==> src/rtl/pcie_us_cq_reg_completer_if.sv <==
// CQ request and CC completion streams between the UltraScale PCIe core and the
// BAR0 register completer. The master modport is the core's view, slave the completer's.
interface pcie_us_cq_reg_completer_if;
    logic [63:0] s_axis_cq_tdata;
    logic [1:0]  s_axis_cq_tkeep;
    logic        s_axis_cq_tlast;
    logic [84:0] s_axis_cq_tuser;
    logic        s_axis_cq_tvalid;
    logic        s_axis_cq_tready;

    logic [63:0] m_axis_cc_tdata;
    logic [1:0]  m_axis_cc_tkeep;
    logic        m_axis_cc_tlast;
    logic [32:0] m_axis_cc_tuser;
    logic        m_axis_cc_tvalid;
    logic        m_axis_cc_tready;

    modport master (
        output s_axis_cq_tdata,
        output s_axis_cq_tkeep,
        output s_axis_cq_tlast,
        output s_axis_cq_tuser,
        output s_axis_cq_tvalid,
        input  s_axis_cq_tready,
        input  m_axis_cc_tdata,
        input  m_axis_cc_tkeep,
        input  m_axis_cc_tlast,
        input  m_axis_cc_tuser,
        input  m_axis_cc_tvalid,
        output m_axis_cc_tready
    );

    modport slave (
        input  s_axis_cq_tdata,
        input  s_axis_cq_tkeep,
        input  s_axis_cq_tlast,
        input  s_axis_cq_tuser,
        input  s_axis_cq_tvalid,
        output s_axis_cq_tready,
        output m_axis_cc_tdata,
        output m_axis_cc_tkeep,
        output m_axis_cc_tlast,
        output m_axis_cc_tuser,
        output m_axis_cc_tvalid,
        input  m_axis_cc_tready
    );
endinterface

==> src/rtl/pcie_us_cq_reg_completer.sv <==
// Single-DW BAR0 register completer for the UltraScale PCIe CQ/CC interfaces.
// Parses 64-bit CQ descriptors, performs register reads/writes and returns SC/UR completions.
// Optional feature macro: CQ_STATS_EN adds saturating read/write/UR statistics counters.
module pcie_us_cq_reg_completer #(
    parameter int unsigned REG_ADDR_WIDTH = 8,
    parameter int unsigned BAR_ID         = 0
) (
    input  logic                      clk,
    input  logic                      rst_n,
    pcie_us_cq_reg_completer_if.slave axis,
    output logic                      pcie_cq_np_req,
    output logic                      reg_wr_en,
    output logic [REG_ADDR_WIDTH-1:0] reg_wr_addr,
    output logic [31:0]               reg_wr_data,
    output logic [3:0]                reg_wr_strb,
    output logic                      reg_rd_en,
    output logic [REG_ADDR_WIDTH-1:0] reg_rd_addr,
    input  logic [31:0]               reg_rd_data
`ifdef CQ_STATS_EN
    ,
    output logic [15:0]               stat_rd_count,
    output logic [15:0]               stat_wr_count,
    output logic [15:0]               stat_ur_count
`endif
);

    localparam logic [2:0] BarIdVal  = 3'(BAR_ID);
    localparam logic [3:0] TypeMemRd = 4'b0000;
    localparam logic [3:0] TypeMemWr = 4'b0001;
    localparam logic [3:0] TypeNpMax = 4'b1011;
    localparam logic [2:0] StatusSc  = 3'b000;
    localparam logic [2:0] StatusUr  = 3'b001;

    typedef enum logic [2:0] {
        StIdle,
        StDesc,
        StWdata,
        StRdIssue,
        StRdWait,
        StCpl0,
        StCpl1,
        StDrop
    } state_e;

    state_e state_q, state_d;

    logic [63:2]               addr_q;
    logic [3:0]                first_be_q;
    logic [15:0]               req_id_q;
    logic [7:0]                tag_q;
    logic [2:0]                tc_q;
    logic [2:0]                attr_q;
    logic [2:0]                status_q;
    logic                      hit_q;
    logic [31:0]               rd_data_q;
    logic                      cq_ready_q, cq_ready_d;
    logic                      wr_en_q;
    logic [REG_ADDR_WIDTH-1:0] wr_addr_q;
    logic [31:0]               wr_data_q;
    logic [3:0]                wr_strb_q;

    // Fields of the second CQ beat, i.e. descriptor bits 127:64.
    logic [10:0] desc_dw_count;
    logic [3:0]  desc_type;
    logic [15:0] desc_req_id;
    logic [7:0]  desc_tag;
    logic [2:0]  desc_bar;
    logic [2:0]  desc_tc;
    logic [2:0]  desc_attr;

    assign desc_dw_count = axis.s_axis_cq_tdata[10:0];
    assign desc_type     = axis.s_axis_cq_tdata[14:11];
    assign desc_req_id   = axis.s_axis_cq_tdata[31:16];
    assign desc_tag      = axis.s_axis_cq_tdata[39:32];
    assign desc_bar      = axis.s_axis_cq_tdata[50:48];
    assign desc_tc       = axis.s_axis_cq_tdata[59:57];
    assign desc_attr     = axis.s_axis_cq_tdata[62:60];

    logic       cq_fire;
    logic       cc_valid;
    logic       cc_fire;
    logic       win_ok;
    logic       desc_hit;
    logic       desc_np;
    logic [2:0] desc_status;
    logic       load_addr;
    logic       load_desc;
    logic       load_rdata;
    logic       wr_fire;
    logic [1:0] be_low;
    logic [6:0] lower_addr;

    assign cq_fire  = axis.s_axis_cq_tvalid & cq_ready_q;
    assign cc_valid = (state_q == StCpl0) || (state_q == StCpl1);
    assign cc_fire  = cc_valid & axis.m_axis_cc_tready;

    // Only the decoded register window may carry nonzero address bits.
    assign win_ok      = (addr_q[63:REG_ADDR_WIDTH+2] == '0);
    assign desc_hit    = (desc_bar == BarIdVal) && (desc_dw_count == 11'd1) && win_ok;
    assign desc_np     = (desc_type != TypeMemWr) && (desc_type <= TypeNpMax);
    assign desc_status = ((desc_type == TypeMemRd) && desc_hit) ? StatusSc : StatusUr;

    // Byte offset of the first enabled byte within the dword.
    always_comb begin
        be_low = 2'd0;
        if (first_be_q[0])      be_low = 2'd0;
        else if (first_be_q[1]) be_low = 2'd1;
        else if (first_be_q[2]) be_low = 2'd2;
        else if (first_be_q[3]) be_low = 2'd3;
    end

    assign lower_addr = {addr_q[6:2], be_low};

    // State register.
    always_ff @(posedge clk or negedge rst_n) begin
        if (!rst_n) begin
            state_q <= StIdle;
        end else begin
            state_q <= state_d;
        end
    end

    // Next-state logic and datapath load strobes.
    always_comb begin
        state_d    = state_q;
        load_addr  = 1'b0;
        load_desc  = 1'b0;
        load_rdata = 1'b0;
        wr_fire    = 1'b0;
        case (state_q)
            StIdle: begin
                if (cq_fire) begin
                    load_addr = 1'b1;
                    // A single-beat TLP cannot hold a descriptor; drop it.
                    state_d   = axis.s_axis_cq_tlast ? StIdle : StDesc;
                end
            end
            StDesc: begin
                if (cq_fire) begin
                    load_desc = 1'b1;
                    if (desc_type == TypeMemRd) begin
                        if (!axis.s_axis_cq_tlast) state_d = StDrop;
                        else if (desc_hit)         state_d = StRdIssue;
                        else                       state_d = StCpl0;
                    end else if (desc_type == TypeMemWr) begin
                        state_d = axis.s_axis_cq_tlast ? StIdle : StWdata;
                    end else if (!axis.s_axis_cq_tlast) begin
                        state_d = StDrop;
                    end else begin
                        state_d = desc_np ? StCpl0 : StIdle;
                    end
                end
            end
            StWdata: begin
                if (cq_fire) begin
                    if (axis.s_axis_cq_tlast) begin
                        wr_fire = hit_q;
                        state_d = StIdle;
                    end else begin
                        state_d = StDrop;
                    end
                end
            end
            StRdIssue: state_d = StRdWait;
            StRdWait: begin
                load_rdata = 1'b1;
                state_d    = StCpl0;
            end
            StCpl0: begin
                if (cc_fire) state_d = StCpl1;
            end
            StCpl1: begin
                if (cc_fire) state_d = StIdle;
            end
            StDrop: begin
                if (cq_fire && axis.s_axis_cq_tlast) state_d = StIdle;
            end
            default: state_d = StIdle;
        endcase
        cq_ready_d = (state_d == StIdle) || (state_d == StDesc) ||
                     (state_d == StWdata) || (state_d == StDrop);
    end

    // Request fields, read data, write port and registered CQ ready.
    always_ff @(posedge clk or negedge rst_n) begin
        if (!rst_n) begin
            addr_q     <= '0;
            first_be_q <= '0;
            req_id_q   <= '0;
            tag_q      <= '0;
            tc_q       <= '0;
            attr_q     <= '0;
            status_q   <= '0;
            hit_q      <= 1'b0;
            rd_data_q  <= '0;
            cq_ready_q <= 1'b0;
            wr_en_q    <= 1'b0;
            wr_addr_q  <= '0;
            wr_data_q  <= '0;
            wr_strb_q  <= '0;
        end else begin
            if (load_addr) begin
                addr_q     <= axis.s_axis_cq_tdata[63:2];
                first_be_q <= axis.s_axis_cq_tuser[3:0];
            end
            if (load_desc) begin
                req_id_q <= desc_req_id;
                tag_q    <= desc_tag;
                tc_q     <= desc_tc;
                attr_q   <= desc_attr;
                status_q <= desc_status;
                hit_q    <= desc_hit;
            end
            if (load_rdata) begin
                rd_data_q <= reg_rd_data;
            end
            wr_en_q <= wr_fire;
            if (wr_fire) begin
                wr_addr_q <= addr_q[REG_ADDR_WIDTH+1:2];
                wr_data_q <= axis.s_axis_cq_tdata[31:0];
                wr_strb_q <= first_be_q;
            end
            cq_ready_q <= cq_ready_d;
        end
    end

    logic [63:0] cc_tdata;
    logic [1:0]  cc_tkeep;
    logic        cc_tlast;
    logic [10:0] cpl_dw_count;
    logic        cpl_sc;

    assign cpl_sc       = (status_q == StatusSc);
    assign cpl_dw_count = cpl_sc ? 11'd1 : 11'd0;

    // CC beat formatting: beat 0 is DW0/DW1, beat 1 is DW2 plus read data.
    always_comb begin
        cc_tdata = '0;
        cc_tkeep = '0;
        cc_tlast = 1'b0;
        case (state_q)
            StCpl0: begin
                cc_tkeep = 2'b11;
                cc_tdata = {req_id_q, 2'b00, status_q, cpl_dw_count, 3'b000, 13'd4,
                            6'd0, 2'b00, 1'b0, lower_addr};
            end
            StCpl1: begin
                cc_tkeep = cpl_sc ? 2'b11 : 2'b01;
                cc_tlast = 1'b1;
                cc_tdata = {(cpl_sc ? rd_data_q : 32'h0), 1'b0, attr_q, tc_q, 1'b0, 16'h0, tag_q};
            end
            default: ;
        endcase
    end

    assign axis.s_axis_cq_tready = cq_ready_q;
    assign axis.m_axis_cc_tdata  = cc_tdata;
    assign axis.m_axis_cc_tkeep  = cc_tkeep;
    assign axis.m_axis_cc_tlast  = cc_tlast;
    assign axis.m_axis_cc_tuser  = '0;
    assign axis.m_axis_cc_tvalid = cc_valid;

    // Credit is always granted; tready backpressure does the real flow control.
    assign pcie_cq_np_req = 1'b1;

    assign reg_wr_en   = wr_en_q;
    assign reg_wr_addr = wr_addr_q;
    assign reg_wr_data = wr_data_q;
    assign reg_wr_strb = wr_strb_q;
    assign reg_rd_en   = (state_q == StRdIssue);
    assign reg_rd_addr = addr_q[REG_ADDR_WIDTH+1:2];

    logic unused_ok;
    assign unused_ok = ^{axis.s_axis_cq_tkeep, axis.s_axis_cq_tuser[84:4]};

`ifdef CQ_STATS_EN
    logic [15:0] stat_rd_q;
    logic [15:0] stat_wr_q;
    logic [15:0] stat_ur_q;
    logic        cpl_done;

    assign cpl_done = cc_fire && (state_q == StCpl1);

    // Saturating counters of accepted completions and register writes.
    always_ff @(posedge clk or negedge rst_n) begin
        if (!rst_n) begin
            stat_rd_q <= '0;
            stat_wr_q <= '0;
            stat_ur_q <= '0;
        end else begin
            if (cpl_done && cpl_sc && (stat_rd_q != 16'hFFFF)) stat_rd_q <= stat_rd_q + 16'd1;
            if (cpl_done && !cpl_sc && (stat_ur_q != 16'hFFFF)) stat_ur_q <= stat_ur_q + 16'd1;
            if (wr_en_q && (stat_wr_q != 16'hFFFF)) stat_wr_q <= stat_wr_q + 16'd1;
        end
    end

    assign stat_rd_count = stat_rd_q;
    assign stat_wr_count = stat_wr_q;
    assign stat_ur_count = stat_ur_q;
`endif

endmodule

==> src/flat_wrapper.sv <==
// flat-port wrapper written by rule: the top's interface ports become plain ports
module pcie_us_cq_reg_completer_flat 
#(
    parameter int unsigned REG_ADDR_WIDTH = 8,
    parameter int unsigned BAR_ID         = 0
)
  (clk, rst_n, pcie_cq_np_req, reg_wr_en, reg_wr_addr, reg_wr_data, reg_wr_strb, reg_rd_en, reg_rd_addr, reg_rd_data, axis_s_axis_cq_tdata, axis_s_axis_cq_tkeep, axis_s_axis_cq_tlast, axis_s_axis_cq_tuser, axis_s_axis_cq_tvalid, axis_s_axis_cq_tready, axis_m_axis_cc_tdata, axis_m_axis_cc_tkeep, axis_m_axis_cc_tlast, axis_m_axis_cc_tuser, axis_m_axis_cc_tvalid, axis_m_axis_cc_tready);
  pcie_us_cq_reg_completer_if axis_i ();
  input  logic clk;
  input  logic rst_n;
  output logic pcie_cq_np_req;
  output logic reg_wr_en;
  output logic [REG_ADDR_WIDTH-1:0] reg_wr_addr;
  output logic [31:0] reg_wr_data;
  output logic [3:0] reg_wr_strb;
  output logic reg_rd_en;
  output logic [REG_ADDR_WIDTH-1:0] reg_rd_addr;
  input  logic [31:0] reg_rd_data;
  input wire logic [$bits(axis_i.s_axis_cq_tdata)-1:0] axis_s_axis_cq_tdata;
  input wire logic [$bits(axis_i.s_axis_cq_tkeep)-1:0] axis_s_axis_cq_tkeep;
  input wire logic [$bits(axis_i.s_axis_cq_tlast)-1:0] axis_s_axis_cq_tlast;
  input wire logic [$bits(axis_i.s_axis_cq_tuser)-1:0] axis_s_axis_cq_tuser;
  input wire logic [$bits(axis_i.s_axis_cq_tvalid)-1:0] axis_s_axis_cq_tvalid;
  output wire logic [$bits(axis_i.s_axis_cq_tready)-1:0] axis_s_axis_cq_tready;
  output wire logic [$bits(axis_i.m_axis_cc_tdata)-1:0] axis_m_axis_cc_tdata;
  output wire logic [$bits(axis_i.m_axis_cc_tkeep)-1:0] axis_m_axis_cc_tkeep;
  output wire logic [$bits(axis_i.m_axis_cc_tlast)-1:0] axis_m_axis_cc_tlast;
  output wire logic [$bits(axis_i.m_axis_cc_tuser)-1:0] axis_m_axis_cc_tuser;
  output wire logic [$bits(axis_i.m_axis_cc_tvalid)-1:0] axis_m_axis_cc_tvalid;
  input wire logic [$bits(axis_i.m_axis_cc_tready)-1:0] axis_m_axis_cc_tready;
  assign axis_i.s_axis_cq_tdata = axis_s_axis_cq_tdata;
  assign axis_i.s_axis_cq_tkeep = axis_s_axis_cq_tkeep;
  assign axis_i.s_axis_cq_tlast = axis_s_axis_cq_tlast;
  assign axis_i.s_axis_cq_tuser = axis_s_axis_cq_tuser;
  assign axis_i.s_axis_cq_tvalid = axis_s_axis_cq_tvalid;
  assign axis_s_axis_cq_tready = axis_i.s_axis_cq_tready;
  assign axis_m_axis_cc_tdata = axis_i.m_axis_cc_tdata;
  assign axis_m_axis_cc_tkeep = axis_i.m_axis_cc_tkeep;
  assign axis_m_axis_cc_tlast = axis_i.m_axis_cc_tlast;
  assign axis_m_axis_cc_tuser = axis_i.m_axis_cc_tuser;
  assign axis_m_axis_cc_tvalid = axis_i.m_axis_cc_tvalid;
  assign axis_i.m_axis_cc_tready = axis_m_axis_cc_tready;
  pcie_us_cq_reg_completer #(.REG_ADDR_WIDTH(REG_ADDR_WIDTH), .BAR_ID(BAR_ID)) u_core (.clk(clk), .rst_n(rst_n), .axis(axis_i), .pcie_cq_np_req(pcie_cq_np_req), .reg_wr_en(reg_wr_en), .reg_wr_addr(reg_wr_addr), .reg_wr_data(reg_wr_data), .reg_wr_strb(reg_wr_strb), .reg_rd_en(reg_rd_en), .reg_rd_addr(reg_rd_addr), .reg_rd_data(reg_rd_data));
endmodule
==> config.mk <==
export PLATFORM = sky130hd
export DESIGN_NAME = pcie_us_cq_reg_completer_flat
export DESIGN_NICKNAME = d
export VERILOG_FILES = /design/src/rtl/pcie_us_cq_reg_completer_if.sv /design/src/rtl/pcie_us_cq_reg_completer.sv /design/src/flat_wrapper.sv
export SDC_FILE = /design/constraint.sdc
export NUM_CORES = 1
export LEC_CHECK = 0
export CAP_MARGIN = 5
export CORE_AREA = 2 2 148 135
export CTS_CLUSTER_SIZE = 24
export DETAILED_ROUTE_END_ITERATION = 16
export DIE_AREA = 0 0 150 137
export PLACE_DENSITY = 0.8
export SYNTH_ARGS = -nofsm -noshare
export SYNTH_HDL_FRONTEND = slang
export SYNTH_SLANG_ARGS = --single-unit
==> constraint.sdc <==
create_clock -name clk -period 2.1 [get_ports clk]
set_input_delay 0.525 -clock clk [delete_from_list [all_inputs] [get_ports clk]]
set_output_delay 0.525 -clock clk [all_outputs]
set_load 0.01 [all_outputs]
## Word-level counts from Yosys, hierarchy flattened

Index checks and enable logic that the tools add are counted.

| word-level totals | value |
|---|---|
| flip-flop bits (word level) | 181 |
| input bits | 188 |
| word-level logic and storage cells | 80 |

| operators by class | value |
|---|---|
| order comparisons | 1 |
| equality and inequality tests | 13 |
| muxes and demuxes | 34 |
| bitwise operators | 2 |
| reduce and logical (&&, ||, !) cells | 15 |

Operators with widths:

| kind | number |
|---|---|
| $pmux 64 s2 | 1 |
| $logic_not 54->1 | 1 |
| $mux 3 | 13 |
| $mux 32 | 1 |
| $pmux 3 s8 | 1 |
| $eq 3x3->1 const B | 5 |
| $logic_not 3->1 | 4 |
| $mux 2 | 6 |
| $eq 11x1->1 const B | 1 |
| $mux 1 | 11 |
| $eq 3x2->1 const B | 3 |
| $eq 3x1->1 const B | 2 |
| $logic_and 1x1->1 | 5 |
| $eq 4x1->1 const B | 1 |
| $le 4x4->1 const B | 1 |
| $logic_not 4->1 | 1 |
| $logic_or 1x1->1 | 4 |
| $ne 4x1->1 const B | 1 |
| $pmux 2 s2 | 1 |
| $and 1x1->1 | 2 |

## Longest topological paths before layout

| depth | value |
|---|---|
| depth in word-level cells | 12 |
| depth in mapped cells | 7 |
| gate-level depth less buffers | 5 |

## Worst setup path after synthesis

No wires, ideal clock.

| path | value |
|---|---|
| kind | register to output |
| from | register u_core.state_q[1] |
| to | output axis_m_axis_cc_tdata[32] |
| arrival | 1.486 ns |
| required time | 1.575 ns |
| setup slack | 0.089 ns |
| cell stages (with the launch flop) | 8 |
| cells stage by stage | dfrtp_1 > buf_2 > nand2b_1 > or2_2 > inv_2 > buf_2 > a21oi_1 > nor2_1 |

| between the ends | value |
|---|---|
| longest elaborated chain between the ends | 2 |
| elaborated cells between the ends (all ways) | 3 |
| those cells by class | eq/ne (2); mux (1) |

RTL lines:

| element | RTL line | text |
|---|---|---|
| from (decl) | pcie_us_cq_reg_completer.sv:45 | `state_e state_q, state_d;` |
| from (signal assigned) | pcie_us_cq_reg_completer.sv:117 | `state_q <= StIdle;` |
| from (signal assigned) | pcie_us_cq_reg_completer.sv:119 | `state_q <= state_d;` |
| $eq 3x3->1 | pcie_us_cq_reg_completer.sv:241 | `case (state_q)` |
| $pmux 64 s2 (*) | pcie_us_cq_reg_completer.sv:241 |  |
| to (decl) | flat_wrapper.sv:25 | `output wire logic [$bits(axis_i.m_axis_cc_tdata)-1:0] axis_m_axis_cc_tdata;` |

Every way passes the cells marked *; elsewhere a longest branch is shown, timed or not.

## Final worst setup path

| path | value |
|---|---|
| from | register u_core.state_q[1] |
| to | output axis_m_axis_cc_tdata[60] |

Same word-level chain as after synthesis.

==> flow_metrics.py <==
metrics = {
    "finish": {
        "drive_above_1_share_pct": 27.3,
        "layout_common_cells": "nand2_1, dfrtp_1, clkdlybuf4s50_1, mux2_2, conb_1",
        "final_area_um2": 11700,
        "final_cells": 1259,
        "utilization_pct": 61.4,
        "layout_commonest_cell": "nand2_1",
        "antenna_cells": 0,
        "fin_nets": 1186,
        "syn2layout_area_growth_pct": 44.7,
    },
    "placed_design": {
        "place_area_um2": 10600,
        "hpwl_um": 15000,
        "dp.cells": 1210,
        "io_buffers": 210,
        "gp_congestion": 0.853,
    },
    "pwr": {
        "vdd_drop_max_mv": 0.713,
        "pwr-share-comb_pct": 35.6,
        "power.switching_w": 0.00432,
        "power.internal_w": 0.00964,
        "p_leak_nw": 5.54,
        "sw_frac_of_total_pct": 31.0,
        "pwr_density_cell_nw_per_um2": 1200,
        "clock_power_share_pct": 24.2,
        "power_frac_seq_pct": 40.2,
        "total_power_w": 0.0140,
    },
    "synthesis": {
        "syn_inst": 746,
        "synthFlopType": "dfrtp_1",
        "ys_seq_area_share_pct": 55.6,
        "synthArstFlopShare_pct": 100,
        "synth_edf_count": 0,
        "synth_cell_types": 48,
        "synth_area_per_cell_um2": 10.8,
        "ys_ff_latch": 179,
        "ys.warnings.count": 0,
        "synthesis.area_um2": 8060,
    },
    "drt": {
        "avgViaCountPerCell": 4.90,
        "dr.pass1.iters": 4,
        "post-route-drc-count": 0,
        "ant_nets": 0,
        "vias": 6165,
        "wl_um": 21900,
        "drtIter0Drc": 316,
        "wl_per_cell_um": 17.4,
    },
    "die": {
        "io_pins": 345,
        "start_util_pct": 42.5,
        "core_um2": 19000,
        "dieArea_um2": 20600,
        "rows": 48,
        "die-width_um": 150,
        "fp.dieH_um": 137,
    },
    "setup_path": {
        "worst_path_largest_cell_delay_ns": 0.39,
        "path_cells": "nand2b_4 > or2_4 > inv_8 > bufbuf_16 > a22o_1 > buf_2",
        "startpoint_type": "flop",
        "crit_type": "reg2out",
        "cp_data_required_time_ns": 1.57,
        "slowest_stage": "dfrtp_1",
        "end_kind": "primary output",
        "crit_fanout": 5,
        "cp.arrival_ns": 1.86,
    },
    "grt": {
        "grt_pass1_wl_um": 33300,
        "grt_remaining_overflow": 0,
        "grt_pass1_vias": 6172,
        "grt_max_degree": 59,
        "antenna_found_initial": 0,
        "grtUsageTotal_pct": 21.3,
    },
    "timing": {
        "setup_slack_ns": -0.284,
        "skew_ns": 0.0166,
        "rsz0062_at_grt": "yes",
        "setup_viol_count_final": 46,
        "period_share_pct": 114,
        "max_freq_mhz": 419,
        "finalMaxSlewViolations": 0,
        "holdWs_ns": 0.471,
        "hold_viol": 0,
        "min_period_ns": 2.38,
    },
    "run_status": {
        "violations": "setup timing",
        "status": "finished, violations left",
    },
    "clock_tree": {
        "clkTransAtPathRegs_ns": 0.06,
        "numCtsBuffers": 17,
        "cts_tree": "yes",
        "htree_levels": 4,
        "clkLatencyLatePin_ns": 0.42,
        "numClockSinks": 179,
        "cts_root_buffer": "clkbuf_16",
        "cts_buffer_depth": 2,
    },
    "job": {
        "maxCapViolations": 0,
    },
    "worst_hold_path": {
        "min_path_type": "reg2reg",
    },
}
[layer usage]
layer	global-route usage [%]	share of wire, %	vias to the layer above
li1	-	-	2899
met1	27.4	43	3022
met2	35.1	48	213
met3	5.63	6.4	31
met4	6.76	2.1	0
met5	0	0	-
[worst max-delay path, delay by kind of cell, from the launching register on]
| family | cells | cell delay, ns |
|---|---|---|
| AND/OR/NAND/NOR | 2 | 0.43 |
| flip-flops | 1 | 0.39 |
| buffers and inverters | 3 | 0.48 |
| AO/OA/AOI/OAI | 1 | 0.14 |
[worst paths after layout]
check	start	endpoint	slack (ns)	cells after the start
min	u_core.reg_wr_data[14]	u_core.reg_wr_data[14]	0.47	2
max	u_core.state_q[1]	axis_m_axis_cc_tdata[60]	-0.28	6
min in group asynchronous	rst_n	u_core.reg_wr_data[26]	0.55	2
max reg2reg	u_core.addr_q[59]	u_core.axis.s_axis_cq_tready	0.10	6
min reg2reg	u_core.reg_wr_data[14]	u_core.reg_wr_data[14]	0.47	2
max in group asynchronous	rst_n	u_core.addr_q[5]	0.93	3
[cell families (layout without fill, tap and decap cells)]
kind of cell	count (synthesis)	in the layout	synth area share, %
other cells	2	51	0.0932
buf+inv	103	317	8.28
simple gates	309	309	17.1
mux	98	98	13.7
compound gates	55	55	5.25
flops	179	179	55.6
[synthesized netlist by cell type, types with 2 or more instances]
cell / number / area [um^2]
a21oi_1: 8 / 40.0
nand3_1: 4 / 20.0
a22o_1: 22 / 193
buf_2: 20 / 100
nor3b_1: 3 / 22.5
o21ai_0: 9 / 45.0
mux2_1: 28 / 315
nand2_1: 234 / 878
conb_1: 2 / 7.51
clkbuf_1: 14 / 52.6
nor3_1: 3 / 15.0
inv_1: 2 / 7.51
mux2_2: 70 / 788
buf_6: 4 / 45.0
inv_2: 3 / 11.3
dfrtp_1: 179 / 4480
buf_4: 60 / 450
nand2b_1: 2 / 12.5
nor2_2: 2 / 12.5
nor4_2: 2 / 25.0
nand4_1: 3 / 18.8
nor4_1: 13 / 81.3
and2_1: 21 / 131
or2_2: 2 / 12.5
a311oi_1: 2 / 17.5
nor2_1: 10 / 37.5
and3b_1: 2 / 17.5
nor4_4: 2 / 42.5
[area by class of cell]
| type | instances | area [um^2] |
|---|---|---|
| inverter | 5 | 26.3 |
| fill | 1530 | 7320 |
| clock inverter | 8 | 151 |
| tap | 250 | 313 |
| multi-input combinational | 513 | 3290 |
| clock buffer | 22 | 474 |
| timing repair buffer | 282 | 2930 |
| sequential | 179 | 4480 |
[stage by stage]
| step | worst slack [ns] | TNS (ns) |
|---|---|---|
| 2_1_floorplan | 0.0891 | 0 |
| 3_3_place_gp | -0.465 | -12.47 |
| 3_5_place_dp | -0.484 | -13.26 |
| 4_1_cts | -0.285 | -9.11 |
| 5_1_grt | -0.336 | -12.22 |
| 6_report | -0.284 | -9.12 |
[power by group through the flow]
stage | Sequential [W] | Combinational [W] | Clock [W]
global placement | 0.00552 | 0.00429 | 0
CTS | 0.00558 | 0.00481 | 0.00346
detailed placement | 0.00559 | 0.00441 | 0
finish | 0.00561 | 0.00497 | 0.00338
global route | 0.00576 | 0.00538 | 0.00357
floorplan | 0.00532 | 0.00284 | 0
[repair_timing]
action | CTS | global route
setup buffers | 9 | 5
cloned | 4 | 2
pin swaps | 24 | 20
gates resized for setup | 249 | 46
hold buffers | 1 | 0
endpoints found under the hold margin | 29 | 0
setup endpoints to repair | 53 | 56
[sequential cells by signal, indices dropped and copies added (netlist names)]
| register | cells |
|---|---|
| u_core.reg_wr_strb | 4 |
| u_core.tc_q | 3 |
| u_core.req_id_q | 16 |
| u_core.reg_wr_data | 32 |
| u_core.hit_q | 1 |
| u_core.first_be_q | 4 |
| u_core.rd_data_q | 32 |
| u_core.reg_wr_en | 1 |
| u_core.reg_wr_addr | 8 |
| u_core.axis.s_axis_cq_tready | 1 |
| u_core.status_q | 1 |
| u_core.addr_q | 62 |
| u_core.state_q | 3 |
| u_core.tag_q | 8 |
| u_core.attr_q | 3 |
Power figures use the tool's default switching activity.
